===== config.mk =====
export PLATFORM = sky130hd
export DESIGN_NAME = ob_cn_mtr_rcv_flat
export DESIGN_NICKNAME = d
export VERILOG_FILES = /design/src/rtl/ob_pkg.sv /design/src/rtl/ob_cn_mtr_rcv_if.sv /design/src/rtl/ob_cn_mtr_rcv.sv /design/src/flat_wrapper.sv
export SDC_FILE = /design/constraint.sdc
export NUM_CORES = 1
export LEC_CHECK = 0
export ABC_CLOCK_PERIOD_IN_PS = 5100
export BUFFER_PORTS_ARGS = -buffer_cell sky130_fd_sc_hd__clkbuf_2
export CORE_ASPECT_RATIO = 1.4
export CORE_MARGIN = 5
export CORE_UTILIZATION = 40
export DETAILED_ROUTE_END_ITERATION = 6
export SYNTH_ARGS = -nofsm -noshare
export SYNTH_HDL_FRONTEND = slang
export SYNTH_SLANG_ARGS = --single-unit

===== constraint.sdc =====
create_clock -name clk -period 5.1 [get_ports clk]
set_clock_uncertainty 0.2 [all_clocks]
set_input_delay 0.255 -clock clk [delete_from_list [all_inputs] [get_ports clk]]
set_output_delay 0.255 -clock clk [all_outputs]
set_load 0.01 [all_outputs]

===== src/rtl/ob_pkg.sv =====
// Shared order-book command types used by the maturity receiver and its interface.
package ob_pkg;

  typedef logic [7:0] uid_t;

  typedef struct packed {
    uid_t        uid;
    logic [1:0]  op;
    logic        side;
    logic [15:0] price;
    logic [15:0] qty;
  } cmd_t;

endpackage


===== src/rtl/ob_cn_mtr_rcv_if.sv =====
// Handshake bundle between the conditional table, host ingress, controller and ob_cn_mtr_rcv.
interface ob_cn_mtr_rcv_if;
  import ob_pkg::*;

  logic mtr_vld_r;
  cmd_t mtr_r;
  logic mtr_accept;
  logic in_vld;
  cmd_t in_cmd;
  logic in_accept;
  logic out_vld_r;
  cmd_t out_cmd_r;
  logic out_accept;
  logic cancel;
  uid_t cancel_uid;
  logic cancel_hit_w;
  logic full_r;
  logic empty_r;

  modport slave (
    input  mtr_vld_r, mtr_r, in_vld, in_cmd, out_accept, cancel, cancel_uid,
    output mtr_accept, in_accept, out_vld_r, out_cmd_r, cancel_hit_w, full_r, empty_r
  );

  modport master (
    output mtr_vld_r, mtr_r, in_vld, in_cmd, out_accept, cancel, cancel_uid,
    input  mtr_accept, in_accept, out_vld_r, out_cmd_r, cancel_hit_w, full_r, empty_r
  );

endinterface


===== src/rtl/ob_cn_mtr_rcv.sv =====
// Matured-command receiver: cancellable FIFO for stop-triggered commands, merged with host
// commands into one registered output under fixed priority with a host anti-starvation limit.
module ob_cn_mtr_rcv #(
  parameter int unsigned N          = 4,
  parameter int unsigned STARVE_MAX = 4
) (
  input  logic            clk,
  input  logic            rst,
  ob_cn_mtr_rcv_if.slave  bus
);
  import ob_pkg::*;

  localparam int unsigned AW = $clog2(N);
  localparam int unsigned CW = $clog2(N + 1);
  localparam int unsigned SW = $clog2(STARVE_MAX + 1);
  localparam logic [CW-1:0] NFULL = CW'(N);
  localparam logic [SW-1:0] SMAX  = SW'(STARVE_MAX);

  cmd_t          mem_q [N];
  logic [N-1:0]  live_q, live_d;
  logic [AW-1:0] wr_ptr_q, wr_ptr_d, rd_ptr_q, rd_ptr_d;
  logic [CW-1:0] cnt_q, cnt_d;
  logic          full_q, empty_q;
  logic          out_vld_q, out_vld_d;
  cmd_t          out_cmd_q, out_cmd_d;
  logic [SW-1:0] streak_q, streak_d;

  logic [N-1:0]  fifo_match;
  logic          push, push_kill, pop, head_cand, dead_pop;
  logic          out_kill, ld, sel_host, issue_m, issue_h;

  always_comb begin
    fifo_match = '0;
    for (int unsigned i = 0; i < N; i++) begin
      fifo_match[i] = live_q[i] & (mem_q[i].uid == bus.cancel_uid);
    end
  end

  assign push      = bus.mtr_vld_r & ~full_q;
  assign push_kill = bus.cancel & (bus.mtr_r.uid == bus.cancel_uid);
  // A head being cancelled this cycle is not issued; it turns dead and drains next cycle.
  assign head_cand = ~empty_q & live_q[rd_ptr_q] & ~(bus.cancel & fifo_match[rd_ptr_q]);
  assign dead_pop  = ~empty_q & ~live_q[rd_ptr_q];
  assign out_kill  = bus.cancel & out_vld_q & (out_cmd_q.uid == bus.cancel_uid) & ~bus.out_accept;
  assign ld        = ~out_vld_q | bus.out_accept | out_kill;
  assign sel_host  = bus.in_vld & (~head_cand | (streak_q == SMAX));
  assign issue_m   = ld & head_cand & ~sel_host;
  assign issue_h   = ld & sel_host;
  assign pop       = issue_m | dead_pop;

  always_comb begin
    live_d = live_q & ~(fifo_match & {N{bus.cancel}});
    if (pop)  live_d[rd_ptr_q] = 1'b0;
    if (push) live_d[wr_ptr_q] = ~push_kill;
    wr_ptr_d = wr_ptr_q + AW'(push);
    rd_ptr_d = rd_ptr_q + AW'(pop);
    cnt_d    = cnt_q + CW'(push) - CW'(pop);
  end

  always_comb begin
    out_vld_d = out_vld_q;
    out_cmd_d = out_cmd_q;
    if (ld) begin
      out_vld_d = issue_m | issue_h;
      if (issue_m)      out_cmd_d = mem_q[rd_ptr_q];
      else if (issue_h) out_cmd_d = bus.in_cmd;
    end
  end

  always_comb begin
    streak_d = streak_q;
    if (issue_h || (ld && !bus.in_vld)) streak_d = '0;
    else if (issue_m && streak_q != SMAX) streak_d = streak_q + 1'b1;
  end

  always_ff @(posedge clk) begin
    if (push) mem_q[wr_ptr_q] <= bus.mtr_r;
  end

  always_ff @(posedge clk or posedge rst) begin
    if (rst) begin
      live_q    <= '0;
      wr_ptr_q  <= '0;
      rd_ptr_q  <= '0;
      cnt_q     <= '0;
      full_q    <= 1'b0;
      empty_q   <= 1'b1;
      out_vld_q <= 1'b0;
      out_cmd_q <= '0;
      streak_q  <= '0;
    end else begin
      live_q    <= live_d;
      wr_ptr_q  <= wr_ptr_d;
      rd_ptr_q  <= rd_ptr_d;
      cnt_q     <= cnt_d;
      full_q    <= (cnt_d == NFULL);
      empty_q   <= (cnt_d == '0);
      out_vld_q <= out_vld_d;
      out_cmd_q <= out_cmd_d;
      streak_q  <= streak_d;
    end
  end

  // Host accept is suppressed in reset: a command taken then would be dropped.
  assign bus.mtr_accept   = push;
  assign bus.in_accept    = issue_h & ~rst;
  assign bus.out_vld_r    = out_vld_q;
  assign bus.out_cmd_r    = out_cmd_q;
  assign bus.cancel_hit_w = (bus.cancel & (|fifo_match)) | out_kill;
  assign bus.full_r       = full_q;
  assign bus.empty_r      = empty_q;

endmodule


===== src/flat_wrapper.sv =====
// flat-port wrapper written by rule: the top's interface ports become plain ports
module ob_cn_mtr_rcv_flat import ob_pkg::*;
#(
  parameter int unsigned N          = 4,
  parameter int unsigned STARVE_MAX = 4
)
  (clk, rst, bus_mtr_vld_r, bus_mtr_r, bus_in_vld, bus_in_cmd, bus_out_accept, bus_cancel, bus_cancel_uid, bus_mtr_accept, bus_in_accept, bus_out_vld_r, bus_out_cmd_r, bus_cancel_hit_w, bus_full_r, bus_empty_r);
  ob_cn_mtr_rcv_if bus_i ();
  input  logic clk;
  input  logic rst;
  input wire logic [$bits(bus_i.mtr_vld_r)-1:0] bus_mtr_vld_r;
  input wire logic [$bits(bus_i.mtr_r)-1:0] bus_mtr_r;
  input wire logic [$bits(bus_i.in_vld)-1:0] bus_in_vld;
  input wire logic [$bits(bus_i.in_cmd)-1:0] bus_in_cmd;
  input wire logic [$bits(bus_i.out_accept)-1:0] bus_out_accept;
  input wire logic [$bits(bus_i.cancel)-1:0] bus_cancel;
  input wire logic [$bits(bus_i.cancel_uid)-1:0] bus_cancel_uid;
  output wire logic [$bits(bus_i.mtr_accept)-1:0] bus_mtr_accept;
  output wire logic [$bits(bus_i.in_accept)-1:0] bus_in_accept;
  output wire logic [$bits(bus_i.out_vld_r)-1:0] bus_out_vld_r;
  output wire logic [$bits(bus_i.out_cmd_r)-1:0] bus_out_cmd_r;
  output wire logic [$bits(bus_i.cancel_hit_w)-1:0] bus_cancel_hit_w;
  output wire logic [$bits(bus_i.full_r)-1:0] bus_full_r;
  output wire logic [$bits(bus_i.empty_r)-1:0] bus_empty_r;
  assign bus_i.mtr_vld_r = bus_mtr_vld_r;
  assign bus_i.mtr_r = bus_mtr_r;
  assign bus_i.in_vld = bus_in_vld;
  assign bus_i.in_cmd = bus_in_cmd;
  assign bus_i.out_accept = bus_out_accept;
  assign bus_i.cancel = bus_cancel;
  assign bus_i.cancel_uid = bus_cancel_uid;
  assign bus_mtr_accept = bus_i.mtr_accept;
  assign bus_in_accept = bus_i.in_accept;
  assign bus_out_vld_r = bus_i.out_vld_r;
  assign bus_out_cmd_r = bus_i.out_cmd_r;
  assign bus_cancel_hit_w = bus_i.cancel_hit_w;
  assign bus_full_r = bus_i.full_r;
  assign bus_empty_r = bus_i.empty_r;
  ob_cn_mtr_rcv #(.N(N), .STARVE_MAX(STARVE_MAX)) u_core (.clk(clk), .rst(rst), .bus(bus_i));
endmodule

==> impl_metrics.py, run 1 <==
metrics = {
    "worst_setup_path": {
        "critPathRequiredTime_ns": 5.31,
        "critPathMaxStageDelay_ns": 0.61,
        "cp_cell_sequence": "xor2_1 > nor4_1 > nand4_1 > o221ai_1 > nor4_4 > or2_1 > ha_1 > inv_1 > ha_1 > fa_1 > xnor2_1 > nor3b_1",
        "crit_path_end_kind": "flip-flop",
        "critical_path.max_fanout": 4,
        "path_common_cell": "ha_1",
        "cp_slowest_cell": "o221ai_1",
        "startpoint_type": "flip-flop",
        "critPathKind": "flip-flop to flip-flop",
        "arrival_ns": 4.20,
    },
    "synth": {
        "ys_top_cells_by_area": "edfxtp_1, dfrtp_1, mux4_2",
        "syn-num-nets": 697,
        "synthArstFlopShare_pct": 25.9,
        "synth.cell_area_um2": 9740,
        "syn_area_per_cell_um2": 16.5,
        "synth_common_cells": "edfxtp_1, dfrtp_1, nor2_1",
        "netlist_instances": 590,
        "yosysTopAreaCellShare_pct": 53.0,
        "yosys_register_bits": 232,
        "yosys.area.top_type": "edfxtp_1",
        "synth_ff_type": "edfxtp_1",
        "synth_cell_types": 46,
        "seq_area_frac_synth_pct": 68.4,
        "synth_most_common_cell": "edfxtp_1",
        "synth-edff-count": 172,
        "yosysWarnings": 0,
    },
    "finish": {
        "area_growth_pct": 27.6,
        "layout.nets": 933,
        "register_area_um2": 6670,
        "final_area_um2": 12400,
        "fillerInstances": 2013,
        "multi_input_area_um2": 2840,
        "final_cells": 1154,
        "drive_above_1_share_pct": 29.9,
    },
    "placed_design": {
        "gp_congestion": 0.868,
        "dp_cells": 1024,
        "port_buffers": 148,
        "dpl_cell_area_um2": 10800,
        "dp_hpwl_um": 15500,
    },
    "route": {
        "wl_per_cell_um": 20.4,
        "first_pass_iters": 5,
        "ant_nets": 0,
        "drc": 0,
        "vias_per_cell": 5.11,
        "num_vias": 5900,
        "wl_um": 23500,
        "drt_iter0_drc": 303,
    },
    "global_routing": {
        "grt.total_usage_pct": 17.0,
        "grt_max_degree": 61,
        "grt_pass1_vias": 6364,
        "grt_pass1_wl_um": 36400,
        "antenna_found_initial": 2,
        "overflow": 0,
    },
    "sta": {
        "worstMarginPinSlew_ns": 1.03,
        "tns_ns": 0,
        "fin_crit_sh_pct": 78.2,
        "min_period_ns": 3.99,
        "rsz0062_at_grt": "no",
        "finalHoldViolCount": 0,
        "max_freq_mhz": 251,
        "max_slew_margin_pct": 31.1,
        "setup_viol": 0,
        "fin_hold_ws_ns": 0.111,
        "slew_violations": 0,
    },
    "clock_network": {
        "htreeDepth": 1,
        "numCtsBuffers": 22,
        "clockBufferDepth": 3,
        "clk_latency_ns": 0.50,
        "path_clk_slew_ns": 0.07,
        "cts_root_buf": "clkbuf_16",
        "cts_tree": "built",
        "cts-resized-gates": 0,
        "cts.sinks": 232,
    },
    "power_and_ir_drop": {
        "p_per_area_nw_per_um2": 552,
        "fin_total_pwr_mw": 6.86,
        "ir_drop_v": 0.000324,
        "p_leak_nw": 4.70,
    },
    "floorplan": {
        "rows": 67,
        "dieArea_um2": 27600,
        "core_area_um2": 24000,
        "io_pins": 149,
        "fp.dieH_um": 195,
        "die_w_um": 142,
        "start_util_pct": 40.6,
    },
    "hold_path": {
        "hp-class": "input pin to async pin",
    },
    "job": {
        "maxCapViolations": 0,
    },
    "status": {
        "status": "completed",
    },
}
-- through the flow --
| stage | worst slack (ns) | util [%] |
|---|---|---|
| floorplan | 1.47 | - |
| global placement | 1.23 | 45.0 |
| detailed placement | 1.10 | 45.0 |
| CTS | 1.12 | 51.8 |
| global route | 0.869 | 51.8 |
| finish | 1.11 | 51.8 |
-- worst paths after layout --
path / startpoint / slack, ns / depth (start not counted) / endpoint
hold reg to reg: u_core.streak_q[2] / 0.33 / 1 / u_core.streak_q[2]
min in group clk: bus_cancel / 0.14 / 3 / u_core.live_q[2]
hold / removal: rst / 0.11 / 3 / u_core.wr_ptr_q[1]
setup / recovery: u_core.mem_q[1][38] / 1.11 / 12 / u_core.bus.full_r
max in group asynchronous: rst / 3.52 / 4 / u_core.rd_ptr_q[0]
setup reg to reg: u_core.mem_q[1][38] / 1.11 / 12 / u_core.bus.full_r
-- critical path: cells and delay by family, from the launching register on --
kind            cells  cell delay [ns]
simple gates        5             1.26
fa+ha+maj           3             0.91
compound gates      1             0.61
xor+xnor            2             0.43
flops               1             0.43
buf+inv             1             0.04
-- registers in the layout, indices dropped and copies added, names as in the netlist --
register	cells
u_core.wr_ptr_q	2
u_core.streak_q	3
u_core.bus.out_cmd_r	43
u_core.rd_ptr_q	2
u_core.mem_q	172
u_core.live_q	4
u_core.bus.out_vld_r	1
u_core.bus.empty_r	1
u_core.bus.full_r	1
u_core.cnt_q	3
-- report_power, final --
group,total (mW),internal (mW),switching (mW)
combinational,2.27,1.02,1.25
sequential,2.89,2.57,0.325
clock,1.70,1.00,0.694
-- timing repair --
| action | in CTS | in global routing |
|---|---|---|
| hold buffers | 88 | 0 |
| setup buffers | 0 | 0 |
| endpoints found under the hold margin | 232 | 0 |
| endpoints found under the setup margin | 0 | 0 |
-- cell families after synthesis --
kind of cell | synth area share (%)
mux | 13.9
flops | 68.4
fa+ha+maj | 0.976
buf+inv | 2.59
xor+xnor | 4.67
compound gates | 4.11
simple gates | 5.33
-- cell type report --
class | instances | share of cell area, %
antenna | 2 | 0.0403
multi-input combinational | 306 | 22.9
clock buffer | 26 | 4.88
timing repair buffer | 245 | 13.6
tap | 310 | 3.12
clock inverter | 14 | 1.21
sequential | 232 | 53.7
inverter | 19 | 0.574
-- per-layer routing --
metal | vias to the layer above | wire, um | track usage, % | share of wire, %
met5 | - | 0 | 0 | 0
met4 | 0 | 609 | 5.12 | 2.6
met3 | 41 | 1020 | 2.31 | 4.3
met2 | 159 | 12600 | 31.1 | 54
met1 | 2992 | 9310 | 20.9 | 40
li1 | 2708 | - | - | -
-- cell usage in the layout, fill, tap and decap left out, types with 4 or more instances in the layout --
cell type,n
inv_2,5
nand2b_1,6
mux4_2,44
nand4_1,5
nand2_1,15
nor4_1,4
dlygate4sd3_1,88
ha_1,6
o211ai_1,7
buf_4,9
xor2_1,36
clkbuf_16,23
edfxtp_1,172
nor2_1,45
dfrtp_1,57
nand3b_1,8
clkbuf_2,148
mux2i_1,36
xnor2_1,16
inv_1,14
nor3_1,6
clkinv_2,5
nand3_1,5
a21oi_1,37
No activity file was read; power rests on OpenSTA's default activity.
==> inputs of run 2 (changes only) <==
--- a/config.mk
+++ b/config.mk
@@ -5,7 +5,8 @@
 export SDC_FILE = /design/constraint.sdc
 export NUM_CORES = 1
 export LEC_CHECK = 0
-export ABC_CLOCK_PERIOD_IN_PS = 5100
+export ABC_AREA = 1
+export ABC_CLOCK_PERIOD_IN_PS = 3800
 export BUFFER_PORTS_ARGS = -buffer_cell sky130_fd_sc_hd__clkbuf_2
 export CORE_ASPECT_RATIO = 1.4
 export CORE_MARGIN = 5
==> constraint.sdc (replaced) <==
create_clock -name clk -period 3.8 [get_ports clk]
set_clock_uncertainty 0.2 [all_clocks]
set_input_delay 0.19 -clock clk [delete_from_list [all_inputs] [get_ports clk]]
set_output_delay 0.19 -clock clk [all_outputs]
set_load 0.01 [all_outputs]
==> impl_metrics.py, run 2 <==
metrics = {
    "worst_setup_path": {
        "r2r_cells": 18,
        "cp_slowest_cell": "buf_4",
        "cp_cell_sequence": "inv_2 > nand2_1 > inv_2 > buf_4 > nand2_1 > nand2_1 > nor2_1 > nor2_4 > nand2_1 > nor3b_1 > clkbuf_2",
        "path_depth": 11,
        "critical_path.max_fanout": 42,
        "cpLargestDelayFamily": "simple AND/OR/NAND/NOR gates",
        "rr_startpoint": "u_core.mem_q[2][36]",
        "critPathRequiredTime_ns": 3.41,
        "critPathMaxStageDelay_ns": 0.53,
        "path_common_cell": "nand2_1",
        "rr_endpoint": "u_core.bus.full_r",
        "worst-path-buf-inv": 4,
        "crit_path_end_kind": "output pin",
        "ff2ff_setup_slack_ns": 0.42,
        "startpoint_type": "flip-flop",
        "critPathKind": "flip-flop to output pin",
        "arrival_ns": 2.99,
    },
    "clock_network": {
        "cts_root_buf": "clkbuf_16",
        "cts-resized-gates": 0,
        "post_cts_buffers": 0,
        "htreeDepth": 1,
        "numCtsBuffers": 24,
        "cts_hold_buffers": 90,
        "clockBufferDepth": 3,
        "cts_tree": "built",
        "clk_latency_ns": 0.51,
        "path_clk_slew_ns": 0.06,
        "cts.sinks": 232,
    },
    "sta": {
        "setup_viol": 0,
        "tns_ns": 0,
        "fin_crit_sh_pct": 89.0,
        "worstMarginPinSlew_ns": 0.901,
        "layout_setup_ws_ns": 0.418,
        "slew_violations": 0,
        "max_freq_mhz": 296,
        "finalHoldViolCount": 0,
        "rsz0062_at_grt": "no",
        "max_slew_margin_pct": 39.6,
        "min_period_ns": 3.38,
    },
    "finish": {
        "area_growth_pct": 28.2,
        "top_register": "u_core.mem_q",
        "final_common_cell": "nand2_1",
        "postLayoutCoreUtil_pct": 51.8,
        "drive_above_1_share_pct": 20.7,
        "layout.nets": 1252,
        "largest_register_ffs": 172,
        "layout_common_cells": "nand2_1, edfxtp_1, clkbuf_2",
    },
    "floorplan": {
        "io_pins": 149,
        "start_util_pct": 40.4,
        "fp.dieH_um": 199,
        "die_w_um": 145,
        "rows": 69,
        "dieArea_um2": 28900,
        "core_area_um2": 25300,
    },
    "synth": {
        "syn-num-nets": 1013,
        "synthArstFlopShare_pct": 25.9,
        "synth.cell_area_um2": 10200,
        "seq_area_frac_synth_pct": 65.2,
        "netlist_instances": 906,
        "synth_cell_types": 43,
        "synth_common_cells": "nand2_1, edfxtp_1, nand3_1",
        "yosysWarnings": 0,
        "yosys.area.top_type": "edfxtp_1",
        "yosys_register_bits": 232,
        "synth_most_common_cell": "nand2_1",
        "ys_top_cells_by_area": "edfxtp_1, dfrtp_1, nand2_1",
        "synth-edff-count": 172,
        "syn_area_per_cell_um2": 11.3,
        "synth_ff_type": "edfxtp_1",
        "yosysTopAreaCellShare_pct": 50.5,
    },
    "global_routing": {
        "grt_pass1_wl_um": 48000,
        "antenna_found_initial": 0,
        "grt_pass1_vias": 8586,
        "grt_max_degree": 47,
        "grt.total_usage_pct": 21.0,
        "overflow": 0,
    },
    "placed_design": {
        "dp_hpwl_um": 19200,
        "gp_congestion": 0.908,
        "dpl_worst_slack_ns": 0.436,
        "port_buffers": 148,
    },
    "hold_path": {
        "min_path_cells": 5,
        "hold_end": "u_core.live_q[1]",
        "hp-class": "input pin to flip-flop",
        "min_from": "bus_cancel_uid[4]",
    },
    "power_and_ir_drop": {
        "clkPwrFrac_pct": 24.5,
        "ir_drop_v": 0.000422,
        "p_leak_nw": 5.61,
        "power.internal_mw": 6.32,
        "pwr-share-seq_pct": 36.9,
        "switching_share_pct": 38.3,
        "p_sw_mw": 3.92,
        "combPwrFrac_pct": 38.7,
        "p_per_area_nw_per_um2": 781,
    },
    "route": {
        "num_vias": 8115,
        "drc": 0,
        "vias_per_cell": 5.47,
        "wl_per_cell_um": 21.0,
        "drt_iter0_drc": 540,
        "ant_nets": 0,
        "wl_um": 31100,
        "first_pass_iters": 7,
    },
    "job": {
        "maxCapViolations": 0,
    },
    "status": {
        "status": "completed",
    },
}
run 2: cell types whose count changed after synthesis, sizes merged, moves of 28 or more:
cell / change
a21oi: -31
a221oi: +36
a22o: +28
inv: +77
mux2i: -36
mux4: -44
nand2: +171
nand3: +110
nand4: +43
run 2: power by group through the flow:
stage                     registers (mW)  logic, mW  clock network (mW)
final                               3.77       3.96                2.51
after global routing                3.83       4.36                2.67
after CTS                           3.77       4.00                2.56
after detailed placement            3.82       3.90                   0
after global placement              3.80       3.87                   0
after floorplan                     3.88       2.41                   0
run 2: worst register-to-register path: stages (launching register included):
cell      delay (ns)
edfxtp_1        0.45
nand2_1         0.11
nand2_1         0.05
inv_1           0.06
nand2_1         0.05
nor2_1          0.13
nand3_1         0.15
nand2_1         0.13
nand2_1         0.07
nor2_1          0.11
nand2_2         0.11
nand4_4         0.08
nand2_1         0.15
ha_1            0.31
inv_1           0.04
ha_1            0.21
fa_1            0.41
xor2_1          0.24
nor3b_1         0.24
run 2: logic make-up (layout without fill, tap and decap cells):
kind of cell,after synthesis,count (layout),synth area share (%)
other,0,1,0
and+or+nand+nor,394,394,18.0
DFF,232,232,65.2
adders and majority gates,7,7,0.930
AOI/OAI and AO/OA,108,108,8.16
xor gates and xnor gates,20,20,1.71
buffers and inverters,145,402,6.01
run 2: worst max path at each step:
stage	start	end	slack, ns
floorplan	u_core.bus.full_r	u_core.mem_q[2][0]	-0.79
global placement	bus_cancel_uid[7]	u_core.bus.full_r	0.55
CTS	u_core.rd_ptr_q[0]	bus_in_accept	0.39
global route	u_core.mem_q[2][36]	u_core.bus.full_r	0.1
finish	u_core.rd_ptr_q[1]	bus_in_accept	0.42
detailed placement	bus_cancel_uid[6]	u_core.bus.full_r	0.44
run 2: through the flow:
step	total power, mW	hold slack, ns	area, um^2	cells
2_1_floorplan	6.29	0.0889	10200	906
3_3_place_gp	7.67	0.209	11400	1348
3_5_place_dp	7.72	0.212	11400	1348
4_1_cts	10.3	0.147	13100	1482
5_1_grt	10.9	0.200	13100	1482
6_report	10.2	0.165	13100	1483
run 2: layout make-up:
class / count / area [um^2]
Multi-Input combinational cell: 529 / 2970
Antenna cell: 1 / 2.50
Sequential cell: 232 / 6670
Clock inverter: 17 / 211
Timing Repair Buffer: 262 / 1860
Fill cell: 2217 / 12200
Inverter: 96 / 360
Tap cell: 319 / 399
Clock buffer: 27 / 643
run 2: layer usage:
layer  vias to the layer above  share of wire, %  GRT usage, %
met5                         -                 0             0
li1                       3731                 -             -
met2                       296                53          38.7
met4                         0               3.7          8.81
met1                      4014                38          24.3
met3                        74               5.5          3.56
==> inputs of run 3 (changes only) <==
--- a/config.mk
+++ b/config.mk
@@ -8,7 +8,7 @@
 export ABC_AREA = 1
 export ABC_CLOCK_PERIOD_IN_PS = 3800
 export BUFFER_PORTS_ARGS = -buffer_cell sky130_fd_sc_hd__clkbuf_2
-export CORE_ASPECT_RATIO = 1.4
+export CORE_ASPECT_RATIO = 1.75
 export CORE_MARGIN = 5
 export CORE_UTILIZATION = 40
 export DETAILED_ROUTE_END_ITERATION = 6
==> impl_metrics.py, run 3 (synthesis gave the netlist of run 2 again) <==
metrics = {
    "sta": {
        "rsz0062_at_grt": "no",
        "slew_violations": 0,
        "min_period_ns": 3.58,
        "max_freq_mhz": 279,
        "fin_hold_ws_ns": 0.0657,
        "fin_crit_sh_pct": 94.2,
        "finalHoldViolCount": 0,
        "max_slew_margin_pct": 28.7,
        "setup_viol": 0,
        "layout_setup_ws_ns": 0.222,
        "worstMarginPinSlew_ns": 1.07,
        "tns_ns": 0,
    },
    "power_and_ir_drop": {
        "ir_drop_v": 0.000421,
        "fin_total_pwr_mw": 9.76,
        "p_leak_nw": 5.53,
        "p_per_area_nw_per_um2": 757,
    },
    "clock_network": {
        "cts-resized-gates": 0,
        "cts_root_buf": "clkbuf_16",
        "cts_tree": "built",
        "numCtsBuffers": 21,
        "path_clk_slew_ns": 0.06,
        "clockBufferDepth": 3,
        "htreeDepth": 1,
        "clk_latency_ns": 0.49,
        "cts.sinks": 232,
    },
    "floorplan": {
        "rows": 77,
        "fp.dieH_um": 221,
        "die_w_um": 131,
        "start_util_pct": 40.5,
        "dieArea_um2": 29000,
        "core_area_um2": 25200,
        "io_pins": 149,
    },
    "route": {
        "vias_per_cell": 5.40,
        "wl_per_cell_um": 20.4,
        "drt_iter0_drc": 502,
        "first_pass_iters": 4,
        "drc": 0,
        "ant_nets": 0,
        "wl_um": 30100,
        "num_vias": 7939,
    },
    "global_routing": {
        "grt_pass1_vias": 8493,
        "overflow": 0,
        "grt.total_usage_pct": 20.9,
        "grt_max_degree": 51,
        "grt_pass1_wl_um": 46900,
        "antenna_found_initial": 1,
    },
    "worst_setup_path": {
        "cpLargestDelayFamily": "simple AND/OR/NAND/NOR gates",
        "crit_path_end_kind": "output pin",
        "arrival_ns": 3.19,
        "worst-path-buf-inv": 4,
        "cp_cell_sequence": "inv_1 > nor2_1 > nand2_1 > nor4_1 > nand2_1 > nand2_2 > buf_4 > nand2_2 > buf_4 > nor3b_1 > clkbuf_2",
        "critPathMaxStageDelay_ns": 0.55,
        "critPathKind": "flip-flop to output pin",
        "startpoint_type": "flip-flop",
        "critPathRequiredTime_ns": 3.41,
        "cp_slowest_cell": "buf_4",
        "critical_path.max_fanout": 50,
    },
    "finish": {
        "largest_register_ffs": 172,
        "final_area_um2": 12900,
        "fillerInstances": 2286,
        "layout.nets": 1248,
        "top_register": "u_core.mem_q",
        "area_growth_pct": 26.1,
        "layout_common_cells": "nand2_1, edfxtp_1, clkbuf_2",
        "drive_above_1_share_pct": 20.0,
        "final_common_cell": "nand2_1",
    },
    "hold_path": {
        "hp-class": "input pin to flip-flop",
    },
    "placed_design": {
        "gp_congestion": 0.922,
        "port_buffers": 148,
        "dpl_cell_area_um2": 11300,
        "dp_hpwl_um": 19600,
        "dpl_worst_slack_ns": 0.390,
    },
    "status": {
        "status": "completed",
    },
    "job": {
        "maxCapViolations": 0,
    },
}
run 3: area by class of cell:
type | instances | area, um^2 | share of cell area (%)
Antenna cell | 1 | 2.50 | 0.0194
Clock buffer | 27 | 578 | 4.48
Clock inverter | 9 | 96.3 | 0.747
Inverter | 96 | 360 | 2.80
Multi-Input combinational cell | 529 | 2970 | 23.0
Sequential cell | 232 | 6670 | 51.7
Tap cell | 316 | 395 | 3.07
Timing Repair Buffer | 261 | 1820 | 14.2
run 3: final timing paths:
kind	startpoint	to	slack, ns	cells past startpoint
max	u_core.bus.out_vld_r	bus_in_accept	0.22	11
min	bus_mtr_vld_r	u_core.wr_ptr_q[0]	0.07	5
max reg2reg	u_core.mem_q[0][41]	u_core.bus.full_r	0.42	18
min reg2reg	u_core.bus.out_cmd_r[29]	u_core.bus.out_cmd_r[29]	0.31	2
max in group asynchronous	rst	u_core.bus.out_cmd_r[4]	2.22	4
min in group asynchronous	rst	u_core.bus.out_cmd_r[30]	0.33	3
run 3: tightest hold or removal path: stages:
cell	delay, ns
clkbuf_2	0.07
inv_1	0.03
nor2_1	0.13
buf_4	0.17
ha_1	0.13
run 3: per-stage QoR:
step                instances  util, %
finish                   1471     51.1
global route             1471     51.1
CTS                      1470     51.1
detailed placement       1345     44.9
global placement         1345     44.9
floorplan                 906        -
run 3: power by group:
part | total (mW) | leakage, nW | internal (mW) | switching, mW
registers | 3.79 | 2.31 | 3.45 | 0.340
logic | 3.87 | 2.89 | 1.34 | 2.53
clock network | 2.10 | 0.333 | 1.21 | 0.894
total | 9.76 | 5.53 | 5.99 | 3.76
run 3: routing by layer:
metal  track usage (%)  vias up  part of all wire, %
li1                  -     3713                    -
met1              23.8     3916                   37
met5                 0        -                    0
met4              7.17        0                  3.2
met2              39.5      250                   56
met3              2.15       60                  4.6
run 3: what timing repair did:
| action | in CTS | in global routing |
|---|---|---|
| hold buffers | 89 | 0 |
| buffers inserted | 0 | 0 |
| hold endpoints to repair | 261 | 0 |
